--- src/rtl/broadcast_filter_sched.sv ---
// Probe-filter lookup scheduler: round-robin grant across trackers,
// one-entry output stage, in-flight tracker/address blocking, response demux.
module broadcast_filter_sched #(
  parameter int N_TRACKERS = 4,
  parameter int MSHR_W     = 2,
  parameter int ADDR_W     = 26
) (
  input  logic                         clock,
  input  logic                         reset,
  input  logic [N_TRACKERS-1:0]        req_valid,
  output logic [N_TRACKERS-1:0]        req_ready,
  input  logic [N_TRACKERS*ADDR_W-1:0] req_address,
  input  logic [N_TRACKERS-1:0]        req_allocOH,
  input  logic [N_TRACKERS-1:0]        req_needT,
  output logic                         filt_req_valid,
  input  logic                         filt_req_ready,
  output logic [MSHR_W-1:0]            filt_req_mshr,
  output logic [ADDR_W-1:0]            filt_req_address,
  output logic                         filt_req_allocOH,
  output logic                         filt_req_needT,
  input  logic                         filt_resp_valid,
  output logic                         filt_resp_ready,
  input  logic [MSHR_W-1:0]            filt_resp_mshr,
  input  logic                         filt_resp_allocOH,
  input  logic                         filt_resp_needT,
  output logic [N_TRACKERS-1:0]        resp_valid,
  input  logic [N_TRACKERS-1:0]        resp_ready,
  output logic                         resp_allocOH,
  output logic                         resp_needT,
  output logic                         err_orphan
);

  localparam int N = N_TRACKERS;

  logic [N-1:0]      pending_q, pending_d;
  logic [ADDR_W-1:0] pend_addr_q [N];
  logic [MSHR_W-1:0] last_q;
  logic              ovalid_q, ovalid_d;
  logic [MSHR_W-1:0] omshr_q;
  logic [ADDR_W-1:0] oaddr_q;
  logic              oalloc_q;
  logic              oneedt_q;
  logic              orphan_q, orphan_d;

  logic [ADDR_W-1:0] req_addr_a [N];
  logic [N-1:0]      conflict;
  logic [N-1:0]      eligible;
  logic              slot_free;
  logic              gnt_any;
  logic              do_grant;
  logic [MSHR_W-1:0] gnt_idx;
  logic [MSHR_W-1:0] scan_idx;
  logic              resp_fire;

  always_comb begin
    for (int i = 0; i < N; i++) begin
      req_addr_a[i] = req_address[i*ADDR_W +: ADDR_W];
    end
  end

  // Conflicts look only at registered in-flight addresses.
  always_comb begin
    conflict = '0;
    for (int i = 0; i < N; i++) begin
      for (int j = 0; j < N; j++) begin
        if (pending_q[j] && (pend_addr_q[j] == req_addr_a[i])) begin
          conflict[i] = 1'b1;
        end
      end
    end
  end

  assign eligible  = req_valid & ~pending_q & ~conflict;
  assign slot_free = ~ovalid_q | filt_req_ready;

  // Scan last+1 .. last+N; the tag width wraps the index modulo N.
  always_comb begin
    gnt_any  = 1'b0;
    gnt_idx  = '0;
    scan_idx = '0;
    for (int k = 1; k <= N; k++) begin
      scan_idx = last_q + MSHR_W'(k);
      if (!gnt_any && eligible[scan_idx]) begin
        gnt_any = 1'b1;
        gnt_idx = scan_idx;
      end
    end
  end

  assign do_grant = gnt_any & slot_free;

  always_comb begin
    req_ready = '0;
    if (do_grant) req_ready[gnt_idx] = 1'b1;
  end

  always_comb begin
    resp_valid = '0;
    if (filt_resp_valid) resp_valid[filt_resp_mshr] = 1'b1;
  end

  assign filt_resp_ready = filt_resp_valid & resp_ready[filt_resp_mshr];
  assign resp_fire       = filt_resp_ready;
  assign resp_allocOH    = filt_resp_allocOH;
  assign resp_needT      = filt_resp_needT;

  // A fresh grant wins over a same-index clear.
  always_comb begin
    pending_d = pending_q;
    if (resp_fire) pending_d[filt_resp_mshr] = 1'b0;
    if (do_grant)  pending_d[gnt_idx]        = 1'b1;
  end

  assign orphan_d = orphan_q | (resp_fire & ~pending_q[filt_resp_mshr]);

  always_comb begin
    ovalid_d = ovalid_q;
    if (do_grant)            ovalid_d = 1'b1;
    else if (filt_req_ready) ovalid_d = 1'b0;
  end

  always_ff @(posedge clock or posedge reset) begin
    if (reset) begin
      pending_q <= '0;
      last_q    <= MSHR_W'(N - 1);
      ovalid_q  <= 1'b0;
      omshr_q   <= '0;
      oaddr_q   <= '0;
      oalloc_q  <= 1'b0;
      oneedt_q  <= 1'b0;
      orphan_q  <= 1'b0;
      for (int i = 0; i < N; i++) pend_addr_q[i] <= '0;
    end else begin
      pending_q <= pending_d;
      ovalid_q  <= ovalid_d;
      orphan_q  <= orphan_d;
      if (do_grant) begin
        last_q               <= gnt_idx;
        omshr_q              <= gnt_idx;
        oaddr_q              <= req_addr_a[gnt_idx];
        oalloc_q             <= req_allocOH[gnt_idx];
        oneedt_q             <= req_needT[gnt_idx];
        pend_addr_q[gnt_idx] <= req_addr_a[gnt_idx];
      end
    end
  end

  assign filt_req_valid   = ovalid_q;
  assign filt_req_mshr    = omshr_q;
  assign filt_req_address = oaddr_q;
  assign filt_req_allocOH = oalloc_q;
  assign filt_req_needT   = oneedt_q;
  assign err_orphan       = orphan_q;

endmodule

--- config.mk ---
export PLATFORM = sky130hd
export DESIGN_NAME = broadcast_filter_sched
export DESIGN_NICKNAME = d
export VERILOG_FILES = /design/src/rtl/broadcast_filter_sched.sv
export SDC_FILE = /design/constraint.sdc
export NUM_CORES = 1
export LEC_CHECK = 0
export ABC_CLOCK_PERIOD_IN_PS = 6680
export BUFFER_PORTS_ARGS = -buffer_cell sky130_fd_sc_hd__buf_4
export CORE_MARGIN = 2
export CORE_UTILIZATION = 58
export DETAILED_ROUTE_END_ITERATION = 8
export GPL_ROUTABILITY_DRIVEN = 0
export MAX_ROUTING_LAYER = met4
export PLACE_DENSITY = 0.86
export REMOVE_ABC_BUFFERS = 1
export SLEW_MARGIN = 20
export SYNTH_ARGS = -nofsm -noshare
export SYNTH_HDL_FRONTEND = slang
export SYNTH_SLANG_ARGS = --single-unit
--- constraint.sdc ---
create_clock -name clock -period 6.68 [get_ports clock]
set_clock_uncertainty 0.05 [all_clocks]
set_input_delay 1.336 -clock clock [delete_from_list [all_inputs] [get_ports clock]]
set_output_delay 1.336 -clock clock [all_outputs]
set_load 0.01 [all_outputs]
# == After elaboration in Yosys (flattened, before gate mapping) ==
# Cells that the tools add are included.
# totals
ff_bits,142
inputBits,128
output_inout_bits,43
wordCells,138
# op_classes
n_addsub,3
order_cmp,10
eq_ne,16
n_mux,56
n_bitwise,15
reduce_logical,26
# op_table
op,n
26-bit equality test,16
104-bit bitwise mux,1
26-bit two-way mux,3
26-bit binary-select mux with 2-bit select,1
26-bit demux with 2-bit select,1
1-bit two-way mux,32
1-bit logical AND,22
"2-bit by 3-bit less-than comparator with 1-bit output, second input constant",6
1-bit binary-select mux with 2-bit select,8
4-bit two-way mux,4
4-bit AND,3
4-bit NOT,3
2-bit two-way mux,4
"2-bit adder, second input constant",2
1-bit demux with 2-bit select,2
"2-bit by 1-bit greater-or-equal comparator with 1-bit output, second input constant",2
4-bit OR,1
1-bit AND,3
"3-bit greater-or-equal comparator, second input constant",1
1-bit logical NOT,3
"3-bit by 1-bit less-than comparator with 1-bit output, second input constant",1
2-bit NOT with 3-bit output,1
"2-bit by 1-bit adder with 2-bit output, second input constant",1
1-bit NOT,2
2 further kinds,3

# == Depth between registers and ports, before layout ==
# Gate-level depths: netlist (run 1).
# depth
word_depth,26
depth_mapped,14

# == Worst setup path before layout (run 1) ==
# Ideal clock, no wire load.
# synth_path
kind,input -> output
from,input req_address[23]
to,output req_ready[3]
t_arrival_ps,3619
path_slack_ps,1675
stages,14
path_buffers,5
cell_sequence,buf_2 xnor2_1 nand4_1 nor2_1 a311oi_1 and2_1 buf_4 o41ai_2 or4_1 buf_2 or2_1 buf_6 buf_6 inv_1
# synth_between
elab_chain_len,25
# synth_rtl
element,line_no,rtl
from (decl),12,"input logic [N_TRACKERS*ADDR_W-1:0] req_address,"
26-bit equality test,66,if (pending_q[j] && (pend_addr_q[j] == req_addr_a[i])) begin
1-bit logical AND,66,
1-bit two-way mux (3 in a row),66,
1-bit two-way mux (*),66,
4-bit NOT (*),73,assign eligible = req_valid & ~pending_q & ~conflict;
4-bit AND (*),73,
1-bit binary-select mux with 2-bit select,83,if (!gnt_any && eligible[scan_idx]) begin
1-bit two-way mux (implied by the code),83,
(+7 left out),--,
1-bit logical NOT,83,
1-bit logical AND,83,
2-bit two-way mux,83,
2-bit by 3-bit less-than comparator with 1-bit output (implied by the code) or 2-bit by 1-bit greater-or-equal comparator with 1-bit output (tied branches),94,if (do_grant) req_ready[gnt_idx] = 1'b1;
1-bit logical AND (implied by the code),94,
1-bit two-way mux (implied by the code),94,
1-bit demux with 2-bit select,94,
4-bit two-way mux (*),94,
to (decl),11,"output logic [N_TRACKERS-1:0] req_ready,"
# Mark *: on every way between the ends. The rest lies on a longest branch, timed or not. The select of a mux whose other input is x is not followed.

# == Worst setup path after layout (run 1) ==
# layout_path
from,input req_address[4]
to,output req_ready[3]
# The elaborated chain is that of the path after synthesis.

==> impl_metrics.yaml, run 1 <==
setup_path:
  r2r_end: "filt_req_address[25]$_DFFE_PP0P_"
  start_kind: "input pin"
  worst-endpoint-required_ns: 5.29
  end_kind: "output pin"
  ff2ff_path_depth: 11
  worstReg2RegStart: "pend_addr_q[52]$_DFFE_PP0P_"
  cp-startpoint: "req_address[4]"
  crit_path_max_fanout: 5
  crit_path_end: "req_ready[3]"
  critPathArrivalTime_ns: 4.44
  worstSetupPathType: "in -> out"
  reg2reg_slack_ns: 2.16
global_routing:
  grt_pass1_vias: 10700
  grt_first_pass_wirelength_microns: 60900
  grt_max_degree: 81
  antenna_found_initial: 0
  grt_usage_pct: 41.4
  grt_overflow: 0
run_status:
  status: "finished with violations"
  violations: "design-rule violations"
pwr:
  worst_ir_drop_vdd_mv: 0.332
  power_density_nw_per_um2: 511
  p_leak_uw: 0.00488
clock_tree:
  hold_buffers: 0
  cts_tree: "done"
  cts_buffer_depth: 2
  htree_levels: 4
  cts_resized: 0
  postCtsSetupBuffers: 0
  numCtsBuffers: 17
  clock-sinks: 142
  clk_pin_slew_ns: 0.06
  cts_root_buf: "clkbuf_16"
  insertion_delay_ns: 0.44
floorplan:
  dieHeight_microns: 140
  rows: 49
  core_area_sq_um: 18100
  io_pins: 171
  die_w_microns: 140
  initial_core_util_pct: 59.5
  dieArea_sq_um: 19700
worst_hold_path:
  hp-class: "reg -> reg"
  holdCritStartpoint: "filt_req_address[20]$_DFFE_PP0P_"
timing:
  fmax_ghz: 0.172
  timing.final.crit_share_pct: 87.3
  maxSlewViolCount: 0
  max_slew_margin_pct: 35.8
  setup_viol: 0
  rsz0062_at_grt: "false"
  worst_slew_pin_slew_ns: 0.963
  hold_viol_final: 0
  fin_crit_ns: 5.83
synthesis:
  ys_ff_latch: 142
  yosysSeqAreaShare_pct: 33.1
  syn_area_per_cell_sq_um: 8.97
  synth_warnings: 0
  synthCells: 1199
  syn_area_sq_um: 10800
  synth-main-ff-cell: "dfrtp_1"
  yosysUniqueCellTypes: 50
  synth_edf_count: 0
  async_flop_share_pct: 100
route:
  post_drt_wl_per_cell_microns: 25.4
  via_count: 10900
  drtIter0Drc: 1912
  ant_nets: 0
  drcViolationCount: 117
  routed_wl_microns: 39100
  dr.pass1.iters: 9
  vias_per_cell: 7.12
layout:
  layout.nets: 1422
  final_area_sq_um: 12500
  synthToLayoutAreaGrowth_pct: 16.5
  antenna_cells: 0
  layout.cells.non_filler: 1536
  drive_gt1_share_pct: 18.8
place:
  dp.final_hpwl_microns: 28700
  place_inst: 1504
  io_buffers: 166
  place_area_sq_um: 12000
job:
  maxCapViolCount: 0
-- how the worst min path moves through the flow --
stage / cells past startpoint / endpoint / slack (ns)
global placement: 1 / err_orphan$_DFF_PP0_ / 0.41
floorplan: 2 / last_q[1]$_DFFE_PP1P_ / 0.42
finish: 2 / filt_req_address[20]$_DFFE_PP0P_ / 0.43
CTS: 2 / filt_req_address[21]$_DFFE_PP0P_ / 0.44
detailed placement: 2 / filt_req_mshr[1]$_DFFE_PP0P_ / 0.42
global route: 2 / filt_req_address[15]$_DFFE_PP0P_ / 0.45
-- synthesized netlist by cell type (all sizes together), types with 25 or more instances --
| cell | n | share of area, % |
|---|---|---|
| xor2 | 25 | 2.0 |
| clkbuf | 67 | 2.6 |
| dfrtp | 140 | 33 |
| xnor2 | 287 | 23 |
| nand4 | 68 | 4.0 |
| a221oi | 52 | 4.2 |
| o21ai | 105 | 4.9 |
| nand2 | 44 | 1.5 |
| inv | 60 | 2.1 |
| buf | 38 | 1.9 |
| nor2 | 62 | 2.2 |
| a22oi | 32 | 2.2 |
| o31ai | 132 | 10 |
-- registers in the layout (all words and copies together) (netlist names) --
| signal | cells |
|---|---|
| filt_req_mshr | 2 |
| filt_req_valid | 1 |
| pending_q | 4 |
| filt_req_address | 26 |
| filt_req_allocOH | 1 |
| filt_req_needT | 1 |
| err_orphan | 1 |
| pend_addr_q | 104 |
| last_q | 2 |
-- area by class of cell --
type | instances | area, sq um
tap | 229 | 287
timing repair buffer | 181 | 1370
sequential | 142 | 3560
clock buffer | 20 | 457
clock inverter | 12 | 111
multi-input combinational | 892 | 6520
inverter | 60 | 230
fill | 1406 | 5550
-- metal layers --
| metal | GRT usage [%] | routed length (microns) | up-vias |
|---|---|---|---|
| met5 | - | 0 | - |
| met3 | 14.4 | 5750 | 304 |
| li1 | - | - | 4498 |
| met2 | 60.0 | 16600 | 1028 |
| met1 | 49.9 | 13700 | 5105 |
| met4 | 24.6 | 3030 | 0 |
-- logic make-up after synthesis --
family	Yosys count	share of synthesized area [%]
xor+xnor	312	25.4
mux	7	0.779
simple gates	234	11.1
flops	142	33.1
buf+inv	165	6.61
compound gates	339	23.1
-- report_power, final --
group,internal (uW),switching [uW]
combinational,1370,2170
sequential,1280,647
clock,534,401
total,3180,3220
-- worst max-delay path, stage by stage --
cell,delay (ns)
buf_4,0.15
xnor2_1,0.51
nand4_1,0.26
nor4_1,0.33
a22oi_1,0.21
nand2_1,0.16
a21oi_1,0.19
or4_2,0.75
or2_1,0.34
inv_1,0.08
buf_4,0.11
-- metrics by stage --
step	utilization, %	total power, uW	setup TNS, ns	worst slack (ns)	hold slack [ns]
after floorplan	-	3980	-81.98	-2.06	0.422
after global placement	66.2	5130	0	1.15	0.414
after detailed placement	66.2	5250	0	1.17	0.416
after CTS	69.3	6220	0	1.13	0.437
after global routing	69.3	6680	0	0.796	0.452
final	69.3	6400	0	0.849	0.434
-- cell usage in the layout, fill, tap and decap left out, drive strengths merged, types with 12 or more instances in the layout --
cell type,count
a221oi,52
a22oi,32
buf,181
clkbuf,20
dfrtp,140
inv,63
nand2,44
nand3,12
nand4,68
nor2,62
nor3,13
nor4,16
o21ai,105
o31ai,132
xnor2,287
xor2,25
(Power assumes the default switching activity.)
==> run 2, diff against run 1 <==
--- a/config.mk
+++ b/config.mk
@@ -6,14 +6,13 @@
 export NUM_CORES = 1
 export LEC_CHECK = 0
 export ABC_CLOCK_PERIOD_IN_PS = 6680
-export BUFFER_PORTS_ARGS = -buffer_cell sky130_fd_sc_hd__buf_4
+export BUFFER_PORTS_ARGS = -buffer_cell sky130_fd_sc_hd__clkbuf_2
 export CORE_MARGIN = 2
 export CORE_UTILIZATION = 58
 export DETAILED_ROUTE_END_ITERATION = 8
 export GPL_ROUTABILITY_DRIVEN = 0
 export MAX_ROUTING_LAYER = met4
 export PLACE_DENSITY = 0.86
-export REMOVE_ABC_BUFFERS = 1
 export SLEW_MARGIN = 20
 export SYNTH_ARGS = -nofsm -noshare
 export SYNTH_HDL_FRONTEND = slang
==> run 2 against run 1 <==
Effect of this change: utilization is 1.9 points lower; total power is 2.5% higher; combinational power hardly changed; via count is 0.77% higher; the run still ends with design-rule violations left; first-iteration DRC count is 13% higher; highest routed layer unchanged; register-to-register slack worse by 0.24 ns.
==> impl_metrics.yaml, run 2 (same netlist as run 1, synthesis figures left out) <==
timing:
  fin_crit_ns: 6.05
  fmax_ghz: 0.165
  timing.final.crit_share_pct: 90.6
  rsz0062_at_grt: "false"
  hold_viol_final: 0
  setup_viol: 0
  whs_ns: 0.426
  worst_slew_pin_slew_ns: 0.898
  max_slew_margin_pct: 40.1
  maxSlewViolCount: 0
  setup-tns-final_ns: 0
layout:
  largest_reg_flops: 104
  final_common_cell: "xnor2_1"
  final_cell_mix: "287 x xnor2_1, 166 x clkbuf_2, 140 x dfrtp_1, 113 x o31ai_1, 104 x o21ai_0"
  largest-register: "pend_addr_q"
  layout.nets: 1422
  synthToLayoutAreaGrowth_pct: 13.4
  drive_gt1_share_pct: 18.8
  utilization_pct: 67.4
setup_path:
  worstSetupPathType: "in -> out"
  crit_family: "simple AND/OR/NAND/NOR gates"
  cpPeakStageDelay_ns: 0.59
  end_kind: "output pin"
  crit_path_max_fanout: 54
  critPathBufInv: 3
  worst-endpoint-required_ns: 5.29
  start_kind: "input pin"
  crit_chain: "clkbuf_2 > xnor2_1 > nand4_1 > or4_1 > o21ai_2 > nor3_2 > o32ai_4 > buf_4 > o31ai_4 > nor2_1 > clkbuf_2"
  path_common_cell: "clkbuf_2"
  critPathArrivalTime_ns: 4.66
  slowest_stage: "buf_4"
run_status:
  violations: "design-rule violations"
  status: "finished with violations"
clock_tree:
  cts_root_buf: "clkbuf_16"
  cts_buffer_depth: 2
  cts_tree: "done"
  clock-sinks: 142
  hold_buffers: 0
  clk_pin_slew_ns: 0.06
  numCtsBuffers: 17
  postCtsSetupBuffers: 0
  cts_resized: 0
  insertion_delay_ns: 0.44
  htree_levels: 4
route:
  post_drt_wl_per_cell_microns: 26.9
  drcViolationCount: 405
  vias_per_cell: 7.17
  dr.pass1.iters: 9
  via_count: 11000
  drtIter0Drc: 2166
  ant_nets: 0
  routed_wl_microns: 41400
global_routing:
  grt_pass1_vias: 10500
  grt_overflow: 0
  antenna_found_initial: 1
  grt_first_pass_wirelength_microns: 63000
  grt_max_degree: 82
  grt_usage_pct: 43.7
floorplan:
  initial_core_util_pct: 59.5
  dieArea_sq_um: 19700
  core_area_sq_um: 18100
  die_w_microns: 140
  rows: 49
  io_pins: 171
  dieHeight_microns: 140
pwr:
  worst_ir_drop_vdd_mv: 0.430
  power_density_nw_per_um2: 538
  p_leak_uw: 0.00480
synthesis:
  syn-num-nets: 1327
place:
  dp.final_hpwl_microns: 29500
  io_buffers: 166
worst_hold_path:
  hp-class: "reg -> reg"
job:
  maxCapViolCount: 0
[run 2: cell type report]
cell class                      count  area (sq um)
Multi-Input combinational cell    892          6530
Sequential cell                   142          3560
Clock inverter                     13           188
Timing Repair Buffer              181           963
Tap cell                          229           287
Inverter                           60           230
Clock buffer                       19           443
Antenna cell                        1          2.50
Fill cell                        1401          5890
[run 2: routing by layer]
layer | global-route usage [%] | share of wire (%) | vias up
met3 | 19.8 | 16 | 285
li1 | - | - | 4502
met4 | 23.7 | 7.5 | 0
met5 | - | 0 | -
met2 | 60.7 | 41 | 1094
met1 | 52.8 | 35 | 5138
[run 2: path summary, 6_finish.rpt]
path	from	end	slack (ns)	cells past startpoint
setup / recovery	req_address[101]	req_ready[0]	0.63	11
min in group asynchronous	reset	filt_req_address[17]$_DFFE_PP0P_	0.93	2
setup reg to reg	pend_addr_q[75]$_DFFE_PP0P_	filt_req_address[16]$_DFFE_PP0P_	1.92	11
max in group asynchronous	reset	filt_req_address[6]$_DFFE_PP0P_	4.32	3
hold reg to reg	filt_req_mshr[1]$_DFFE_PP0P_	filt_req_mshr[1]$_DFFE_PP0P_	0.43	2
hold / removal	filt_req_mshr[1]$_DFFE_PP0P_	filt_req_mshr[1]$_DFFE_PP0P_	0.43	2
[run 2: through the flow]
stage | instances | power, uW | setup slack (ns) | cell area (sq um)
floorplan | 1199 | 4130 | 1.49 | 10800
global placement | 1503 | 5110 | 1.13 | 11500
detailed placement | 1503 | 5210 | 1.14 | 11500
CTS | 1535 | 6280 | 1.14 | 12200
global route | 1537 | 6810 | 0.595 | 12200
finish | 1537 | 6560 | 0.630 | 12200
[run 2: power breakdown]
part	internal, uW	total, uW	leakage (uW)	switching (uW)
registers	1280	1960	0.00176	680
clock network	636	1040	0.000300	399
logic	1300	3570	0.00274	2270
total	3210	6560	0.00480	3350
[run 2: worst register-to-register path, stage by stage, from the launching register on]
cell      delay (ns)
dfrtp_1         0.46
xnor2_1         0.54
nand4_1         0.24
or4_1           0.54
o21ai_2         0.25
nor3_2          0.10
o32ai_4         0.22
buf_4           0.59
or3_2           0.83
buf_12          0.31
a221oi_1        0.24
o31ai_1         0.29
